### src/rtl/tsn_gate_ctrl.sv
// tsn_gate_ctrl: cyclic gate-control-list controller for the 8 per-priority
// transmission gates feeding the strict-priority scheduler.
// Optional feature macro: GCL_GUARD_BAND_EN (guard band ahead of gate closes).
module tsn_gate_ctrl #(
  parameter int unsigned DUR_W        = 16,
  parameter int unsigned GUARD_CYCLES = 64
) (
  input  logic             clk,
  input  logic             rst_n,
  input  logic             in_gcl_wr,
  input  logic [2:0]       in_gcl_addr,
  input  logic [7:0]       in_gcl_mask,
  input  logic [DUR_W-1:0] in_gcl_dur,
  input  logic [3:0]       in_gcl_len,
  input  logic             in_gcl_enable,
  input  logic [7:0]       in_queue_valid,
  output logic [7:0]       out_gate_valid,
  output logic [7:0]       out_gate_state,
  output logic [2:0]       out_entry_idx,
  output logic             out_cycle_start,
  output logic             out_cfg_err
);

  localparam logic [0:0] ST_IDLE = 1'b0;
  localparam logic [0:0] ST_RUN  = 1'b1;

  logic [0:0]       state;
  logic [7:0]       mask_tbl [8];
  logic [DUR_W-1:0] dur_tbl  [8];
  logic [3:0]       len_q;
  logic [2:0]       idx;
  logic [DUR_W-1:0] cnt;
  logic             en_q;
  logic [7:0]       gate_state;
  logic [7:0]       gate_valid;
  logic             cycle_start;
  logic             cfg_err;

  logic             en_rise;
  logic             len_ok;
  logic             wr_ok;
  logic             last;
  logic [2:0]       nxt_idx;
  logic [7:0]       entry0_mask;
  logic [DUR_W-1:0] entry0_dur;
  logic [7:0]       gated;

  // Down-counter load value: an entry lasts max(dur,1) cycles.
  function automatic logic [DUR_W-1:0] to_cnt(input logic [DUR_W-1:0] d);
    return (d == '0) ? '0 : d - DUR_W'(1);
  endfunction

  // Decode of enable edge, length legality, next entry and entry-0 bypass.
  always_comb begin
    en_rise = in_gcl_enable & ~en_q;
    len_ok  = (in_gcl_len != 4'd0) && (in_gcl_len <= 4'd8);
    wr_ok   = in_gcl_wr && (state == ST_IDLE);
    last    = ({1'b0, idx} == (len_q - 4'd1));
    nxt_idx = last ? 3'd0 : idx + 3'd1;
    // A write to entry 0 in the same cycle as the start must be seen by the start.
    if (wr_ok && (in_gcl_addr == 3'd0)) begin
      entry0_mask = in_gcl_mask;
      entry0_dur  = in_gcl_dur;
    end else begin
      entry0_mask = mask_tbl[0];
      entry0_dur  = dur_tbl[0];
    end
  end

  // Gate list table; writable only while idle.
  always_ff @(posedge clk or negedge rst_n) begin
    if (!rst_n) begin
      for (int unsigned i = 0; i < 8; i++) begin
        mask_tbl[i] <= 8'hFF;
        dur_tbl[i]  <= DUR_W'(1);
      end
    end else if (wr_ok) begin
      mask_tbl[in_gcl_addr] <= in_gcl_mask;
      dur_tbl[in_gcl_addr]  <= in_gcl_dur;
    end
  end

  // IDLE/RUN sequencer: entry stepping, cycle-start and config-error pulses.
  always_ff @(posedge clk or negedge rst_n) begin
    if (!rst_n) begin
      state       <= ST_IDLE;
      len_q       <= 4'd1;
      idx         <= '0;
      cnt         <= '0;
      en_q        <= 1'b0;
      gate_state  <= '1;
      cycle_start <= 1'b0;
      cfg_err     <= 1'b0;
    end else begin
      en_q        <= in_gcl_enable;
      cycle_start <= 1'b0;
      cfg_err     <= in_gcl_wr && (state == ST_RUN);
      if (state == ST_IDLE) begin
        gate_state <= '1;
        idx        <= '0;
        if (en_rise) begin
          if (len_ok) begin
            state       <= ST_RUN;
            len_q       <= in_gcl_len;
            gate_state  <= entry0_mask;
            cnt         <= to_cnt(entry0_dur);
            cycle_start <= 1'b1;
          end else begin
            cfg_err <= 1'b1;
          end
        end
      end else begin
        if (!in_gcl_enable) begin
          state      <= ST_IDLE;
          gate_state <= '1;
          idx        <= '0;
          cnt        <= '0;
        end else if (cnt != '0) begin
          cnt <= cnt - DUR_W'(1);
        end else begin
          idx         <= nxt_idx;
          gate_state  <= mask_tbl[nxt_idx];
          cnt         <= to_cnt(dur_tbl[nxt_idx]);
          cycle_start <= last;
        end
      end
    end
  end

  // Queue-valid gating ahead of the output register.
  always_comb begin
    gated = in_queue_valid & gate_state;
`ifdef GCL_GUARD_BAND_EN
    // Table is frozen in RUN, so gate_state equals the current entry's mask.
    if ((state == ST_RUN) && (32'(cnt) < 32'(GUARD_CYCLES)))
      gated = gated & ~(gate_state & ~mask_tbl[nxt_idx]);
`endif
  end

  // Registered gated valid to the scheduler.
  always_ff @(posedge clk or negedge rst_n) begin
    if (!rst_n) gate_valid <= '0;
    else        gate_valid <= gated;
  end

  assign out_gate_valid  = gate_valid;
  assign out_gate_state  = gate_state;
  assign out_entry_idx   = idx;
  assign out_cycle_start = cycle_start;
  assign out_cfg_err     = cfg_err;

endmodule

### config.mk
export PLATFORM = sky130hd
export DESIGN_NAME = tsn_gate_ctrl
export DESIGN_NICKNAME = d
export VERILOG_FILES = /design/src/rtl/tsn_gate_ctrl.sv
export SDC_FILE = /design/constraint.sdc
export NUM_CORES = 1
export LEC_CHECK = 0
export BUFFER_PORTS_ARGS = -buffer_cell sky130_fd_sc_hd__buf_2
export CORE_MARGIN = 2
export CORE_UTILIZATION = 54
export CTS_CLUSTER_DIAMETER = 60
export DETAILED_ROUTE_END_ITERATION = 7
export PLACE_DENSITY = 0.79
export SLEW_MARGIN = 20
export SYNTH_ARGS = -nofsm -noshare
export SYNTH_HDL_FRONTEND = slang
export SYNTH_SLANG_ARGS = --single-unit
export TNS_END_PERCENT = 10
### constraint.sdc
create_clock -name clk -period 11.9 [get_ports clk]
set_input_delay 0.595 -clock clk [delete_from_list [all_inputs] [get_ports clk]]
set_output_delay 0.595 -clock clk [all_outputs]
set_load 0.01 [all_outputs]
## After elaboration in Yosys (flattened, before gate mapping)

Index checks and enable logic that the tools add are counted.

| operators by class | value |
|---|---|
| add/sub/neg operators | 5 |
| $lt $le $gt $ge | 4 |
| eq/ne operators | 2 |
| mux-type cells | 40 |
| bitwise gates (word level) | 6 |
| reduce and logical (&&, ||, !) cells | 14 |

Operator list:

| operator | count |
|---|---|
| 2-to-1 mux 16 bit | 11 |
| bitwise mux 128 bit | 1 |
| 2-to-1 mux 8 bit | 9 |
| bitwise mux 64 bit | 1 |
| binary-select mux 16 bit (select 3 bit) | 1 |
| demux 16 bit (select 3 bit) | 1 |
| subtractor 16 x 1 -> 16 bit, second input constant | 3 |
| zero test 16 bit | 2 |
| binary-select mux 8 bit (select 3 bit) | 1 |
| demux 8 bit (select 3 bit) | 1 |
| nonzero test 16 bit | 1 |
| 2-to-1 mux 3 bit | 4 |
| 2-to-1 mux 1 bit | 10 |
| AND 8 bit | 1 |
| >= comparator 4 bit, second input constant | 2 |
| inverter 3 -> 4 bit | 2 |
| logical AND 1 bit | 5 |
| == test 3 x 4 -> 1 bit | 1 |
| less-or-equal comparator 4 bit, second input constant | 1 |
| less-than comparator 4 x 1 -> 1 bit, second input constant | 1 |
| nonzero test 2 bit | 2 |
| nonzero test 4 bit | 1 |
| subtractor 4 x 1 -> 4 bit, second input constant | 1 |
| adder 3 x 1 -> 3 bit, second input constant | 1 |
| 6 further kinds | 7 |

| word-level totals | value |
|---|---|
| register bits | 235 |

## Logic depth before layout (Yosys ltp)

| depth | value |
|---|---|
| depth after elaboration | 12 |
| gate-level depth with buffers | 18 |

## Worst setup path after synthesis

Ideal clock, no wire load.

| timing | value |
|---|---|
| path kind | register to register |
| from | register len_q[0] |
| to | register cnt[3] |
| library setup time | 0.137 ns |
| arrival | 3.666 ns |
| required time | 11.763 ns |
| setup slack | 8.097 ns |
| cell stages (with the launch flop) | 19 |
| buffers on the path | 3 |
| period minus slack after synthesis | 3.803 ns |
| path through | dfstp_2 inv_1 ha_1 xor2_2 or3_1 buf_6 a21o_1 buf_4 buf_2 a21oi_1 nor3_1 inv_1 ha_1 inv_1 a2111o_1 nor4_4 a31oi_4 a222oi_1 a21oi_1 |

| between the ends | value |
|---|---|
| word-level cells in the longest chain between the ends | 12 |
| elaborated cells between the ends (all ways) | 13 |
| those cells by class | add/sub (2); eq/ne (1); mux (8); bitwise (1); reduce/logical (1) |

Ends and longest elaborated chain:

| item | line | RTL |
|---|---|---|
| start, declared | 30 | `logic [3:0] len_q;` |
| start signal, assigned | 104 | `len_q <= in_gcl_len;` |
| subtractor 4 x 1 -> 4 bit * | 58 | `last = ({1'b0, idx} == (len_q - 4'd1));` |
| == test 3 x 4 -> 1 bit * | 58 |  |
| 2-to-1 mux 3 bit * | 59 | `nxt_idx = last ? 3'd0 : idx + 3'd1;` |
| inverter 3 -> 4 bit (not written as such) * | 123 | `cnt <= to_cnt(dur_tbl[nxt_idx]);` |
| binary-select mux 16 bit (select 3 bit) * | 123 |  |
| 2-to-1 mux 16 bit (not written as such) * (2 in series) | 123 |  |
| subtractor 16 x 1 -> 16 bit / zero test 16 bit (equally long branches) | 50 | `return (d == '0) ? '0 : d - DUR_W'(1);` |
| 2-to-1 mux 16 bit * | 50 |  |
| 2-to-1 mux 16 bit * | 118 | `end else if (cnt != '0) begin` |
| 2-to-1 mux 16 bit * | 113 | `if (!in_gcl_enable) begin` |
| 2-to-1 mux 16 bit * | 98 | `if (state == ST_IDLE) begin` |
| end signal, assigned | 106 | `cnt <= to_cnt(entry0_dur);` |
| end signal, assigned | 119 | `cnt <= cnt - DUR_W'(1);` |
| end signal, assigned | 123 |  |
| end, declared | 32 | `logic [DUR_W-1:0] cnt;` |

Mark *: on every way between the ends. The rest lies on a longest branch, timed or not. The select of a mux whose other input is x is not followed.
A chain may end at the register's enable or synchronous reset.

## Final worst setup path

| timing | value |
|---|---|
| from | register idx[0], in the netlist out_entry_idx[0] |
| to | register cnt[3] |

| between the ends | value |
|---|---|
| word-level cells in the longest chain between the ends | 11 |
| elaborated cells between the ends (all ways) | 13 |
| those cells by class | add/sub (2); eq/ne (1); mux (8); bitwise (1); reduce/logical (1) |

Ends and longest elaborated chain:

| item | line | RTL |
|---|---|---|
| start, declared | 31 | `logic [2:0] idx;` |
| start signal, assigned | 121 | `idx <= nxt_idx;` |
| adder 3 x 1 -> 3 bit / == test 3 x 4 -> 1 bit (equally long branches) | 59, 58 |  |
| 2-to-1 mux 3 bit * | 59 |  |
| inverter 3 -> 4 bit (not written as such) * | 123 |  |
| binary-select mux 16 bit (select 3 bit) * | 123 |  |
| 2-to-1 mux 16 bit (not written as such) * (2 in series) | 123 |  |
| subtractor 16 x 1 -> 16 bit / zero test 16 bit (equally long branches) | 50 |  |
| 2-to-1 mux 16 bit * | 50 |  |
| 2-to-1 mux 16 bit * | 118 |  |
| 2-to-1 mux 16 bit * | 113 |  |
| 2-to-1 mux 16 bit * | 98 |  |

Marks and branches as above.

==> impl_results.md <==
- Status: finished, final reports clean
- Clock skew: 16.34 ps
- Seq cells post-synth: approximately 240
- Worst vdd ir: approximately 0.00013 V
- Crit-path max FO: 32
- First-pass GRT wire length: 50.41 mm
- Worst slew margin: 34.65%
- Area grow syn2layout: 10.45%
- CTS tree: yes
- Worst setup startpoint: out_entry_idx[0]
- Post-Synth XOR/XNOR Area: 2.636%
- Async S/R FF share, synth: 100.0%
- Max-cap viol count: 0
- Routed len/inst: 22.57 um
- Most common cell after layout, fill and taps aside: mux2_2
- Register-to-Register Path Depth: 10
- DRT iter0 DRCs: 970
- Via Count: just under 9,000
- Yosys cell types: 72
- Initial antenna violation count: 0
- Mapped cell area: 0.01220 mm2
- Unrepaired setup endpoints after global routing: no
- Setup violators final: 0
- Hold/Removal Path Class: in -> async
- CP Launch Type: flop
- Most frequent cells in the layout: 172 x mux2_2, 153 x dfrtp_1, 87 x nand2_1
- Share of cells above drive strength 1: 35.70%
- Post-route antenna net violation count: 0
- Max Clk Rate: 207.2 MHz
- Worst setup path end: cnt[3]
- Vias in the first global route: 8,704
- Setup bufs post-CTS: 0
- CP Capture Type: flop
- Final nets: 1,156
- Io pins: 64
- Inserted Diodes: 0
- Largest net degree at the start of global routing: 95
- Area of the multi-input gates: roughly 0.006 mm2
- Seq. cell area: 0.005986 mm2
- Gr ovfl total: 0
- Critical R2R Launch: out_entry_idx[0]
- DPL Wire Length: 21.00 mm
- Clock latency on the worst-skew pair: ~530 ps
- Die width: 154.3 um
- Vias/cell: 6.340
- Fin Setup TNS: 0 ps
- Gate Count Post-Synth: about 1,100
- TritonRoute pass-1 iters: 6
- PortBufs: 63
- Clock-pin transition on the worst setup and hold timing paths: 60 ps
- # rows: 54
- YS warnings: 0
- Drt total wl: 31.73 mm
- Number of synthesized flops with an enable pin: 0
- Drt drc: 0
- Effective utilization at floorplan: 55.37%
- Compound-Gate Fraction of Synth Area: between 10% and 20%
- Reg-to-Reg End: cnt[3]
- Fin crit period: between 4000 and 5000 ps
- Crit path DAT: ~5200 ps
- Final Hold Vio Count: 0
- Die area: between 0.02 and 0.025 mm2
- RePlAce Congestion: 0.9637
- R2r setup slk: slightly above 7000 ps
- Clock Sinks: between 200 and 250
- Post-synthesis mux area share: between 20% and 30%
- Pins over their slew limit: 0
- CTS buffer count: 25
- Die Span Y: 154.3 um
- Part of the cycle the worst path needs: 40.55%
- CTS resizes: 0
- Htree depth: 1
- Worst-Margin Slew: 980.2 ps
- Layout fillers: ~1,700
- Post-Synth Adder-Cell Area: 0.6155%
- Worst Setup Path Type: reg -> reg
- Synth Flop Type: dfrtp_1
- CTS max path bufs: 3
- Placement Setup Slack: about 7100 ps
- Power density of the placed cells: 186.7 mW/mm2
- Worst hold margin: 103.2 ps
- Syn Area/Cell: 11.35 um2
- Final worst slack: around 7100 ps
- Total global-route track usage: 26.95%
- Cts hold-fix bufs: 0
- Largest family of logic cells by synthesized area: multiplexers
- Syn nets: about 1,100
- Seq/Total Area, Yosys: about half
- Simple-Gate Fraction of Synth Area: just over 10%
- Core area: 0.02203 mm2
- CTS Root Cell: clkbuf_16
- CP required: about 12,000 ps
- LEAKAGE: 5.704 nW
==> routing by layer <==
layer	vias up	global-route usage [%]	wire length [um]
li1	3999	-	-
met1	4465	40.28	14450
met2	398	41.47	14400
met3	52	4.175	2106
met4	0	7.011	772
met5	-	0	0
==> final cells by class <==
class / instances / area share, %
clock buffers: 38 / 5.303
flip-flops and latches: 235 / 44.43
multi-input cells: 745 / 43.43
well taps: 280 / 2.601
inverters: 23 / 0.6408
clock inverters: 8 / 0.3715
repair buffers: 77 / 3.223
==> power by group <==
part	internal, mW	switching [mW]	leakage (nW)
Sequential	1.05	0.134	2.72
Clock	0.415	0.320	0.382
Combinational	0.283	0.319	2.60
Total	1.74	0.772	5.70
==> worst max-delay path, cell delays in order (launching register included) <==
cell	delay [ps]
dfrtp_4	520
ha_1	730
inv_1	490
a21oi_1	330
a21o_1	800
o221ai_1	390
o2bb2ai_2	270
nor4_4	510
a31oi_4	200
a222oi_1	310
a21oi_1	110
==> worst min path at each step <==
stage                              end  slack [ps]  cells after the start    startpoint
final                     dur_tbl[111]         100                      1         rst_n
after global routing       dur_tbl[45]         160                      1         rst_n
after CTS                  dur_tbl[97]         120                      1         rst_n
after detailed placement  mask_tbl[57]         470                      2  mask_tbl[57]
after global placement    mask_tbl[56]         460                      2  mask_tbl[56]
after floorplan                 cnt[0]         300                      0         rst_n
==> through the flow <==
stage                     total power [mW]  std cells  cell area, um2  utilization [%]
final                                2.515       1406           13470            61.16
after global routing                 2.631       1406           13470            61.16
after CTS                            2.512       1406           13460            61.11
after detailed placement             1.773       1360           12700            57.64
after global placement               1.751       1360           12700            57.64
after floorplan                      1.578       1075           12200                -
==> kinds of logic after synthesis <==
logic type | after synthesis
AND/OR/NAND/NOR | 255
multiplexers | 238
flip-flops | 235
AO/OA/AOI/OAI | 211
buffers and inverters | 95
XOR/XNOR | 35
adder cells (fa/ha/maj) | 6
==> cells in the mapped netlist (5+ instances only) <==
| cell type | number | share of area [%] |
|---|---|---|
| xor2_1 | 12 | 0.86 |
| ha_1 | 6 | 0.62 |
| nor3_1 | 23 | 0.94 |
| a21oi_1 | 39 | 1.6 |
| mux4_2 | 9 | 1.7 |
| o22ai_1 | 8 | 0.41 |
| dfstp_2 | 81 | 17 |
| buf_2 | 10 | 0.41 |
| o21ai_0 | 53 | 2.2 |
| o211ai_1 | 15 | 0.92 |
| a31oi_1 | 5 | 0.26 |
| a22o_1 | 14 | 1.0 |
| and2_1 | 14 | 0.72 |
| a221oi_1 | 5 | 0.36 |
| a211oi_1 | 13 | 0.80 |
| nand3_1 | 19 | 0.78 |
| nor2_1 | 47 | 1.4 |
| clkbuf_1 | 53 | 1.6 |
| mux2_2 | 172 | 16 |
| or3_1 | 20 | 1.0 |
| nor4_1 | 5 | 0.26 |
| o221ai_1 | 7 | 0.50 |
| inv_1 | 23 | 0.71 |
| nand2b_1 | 6 | 0.31 |
| and3_1 | 13 | 0.67 |
| mux2i_1 | 57 | 4.7 |
| xnor2_1 | 21 | 1.5 |
| nand2_1 | 87 | 2.7 |
| dfrtp_1 | 154 | 32 |
==> state kept, by name (all words and copies together), names as in the netlist <==
register,count
dur_tbl,128
mask_tbl,64
cnt,16
out_gate_state,8
out_gate_valid,8
len_q,4
out_entry_idx,3
en_q,1
out_cfg_err,1
out_cycle_start,1
state,1
(Power assumes the default switching activity.)
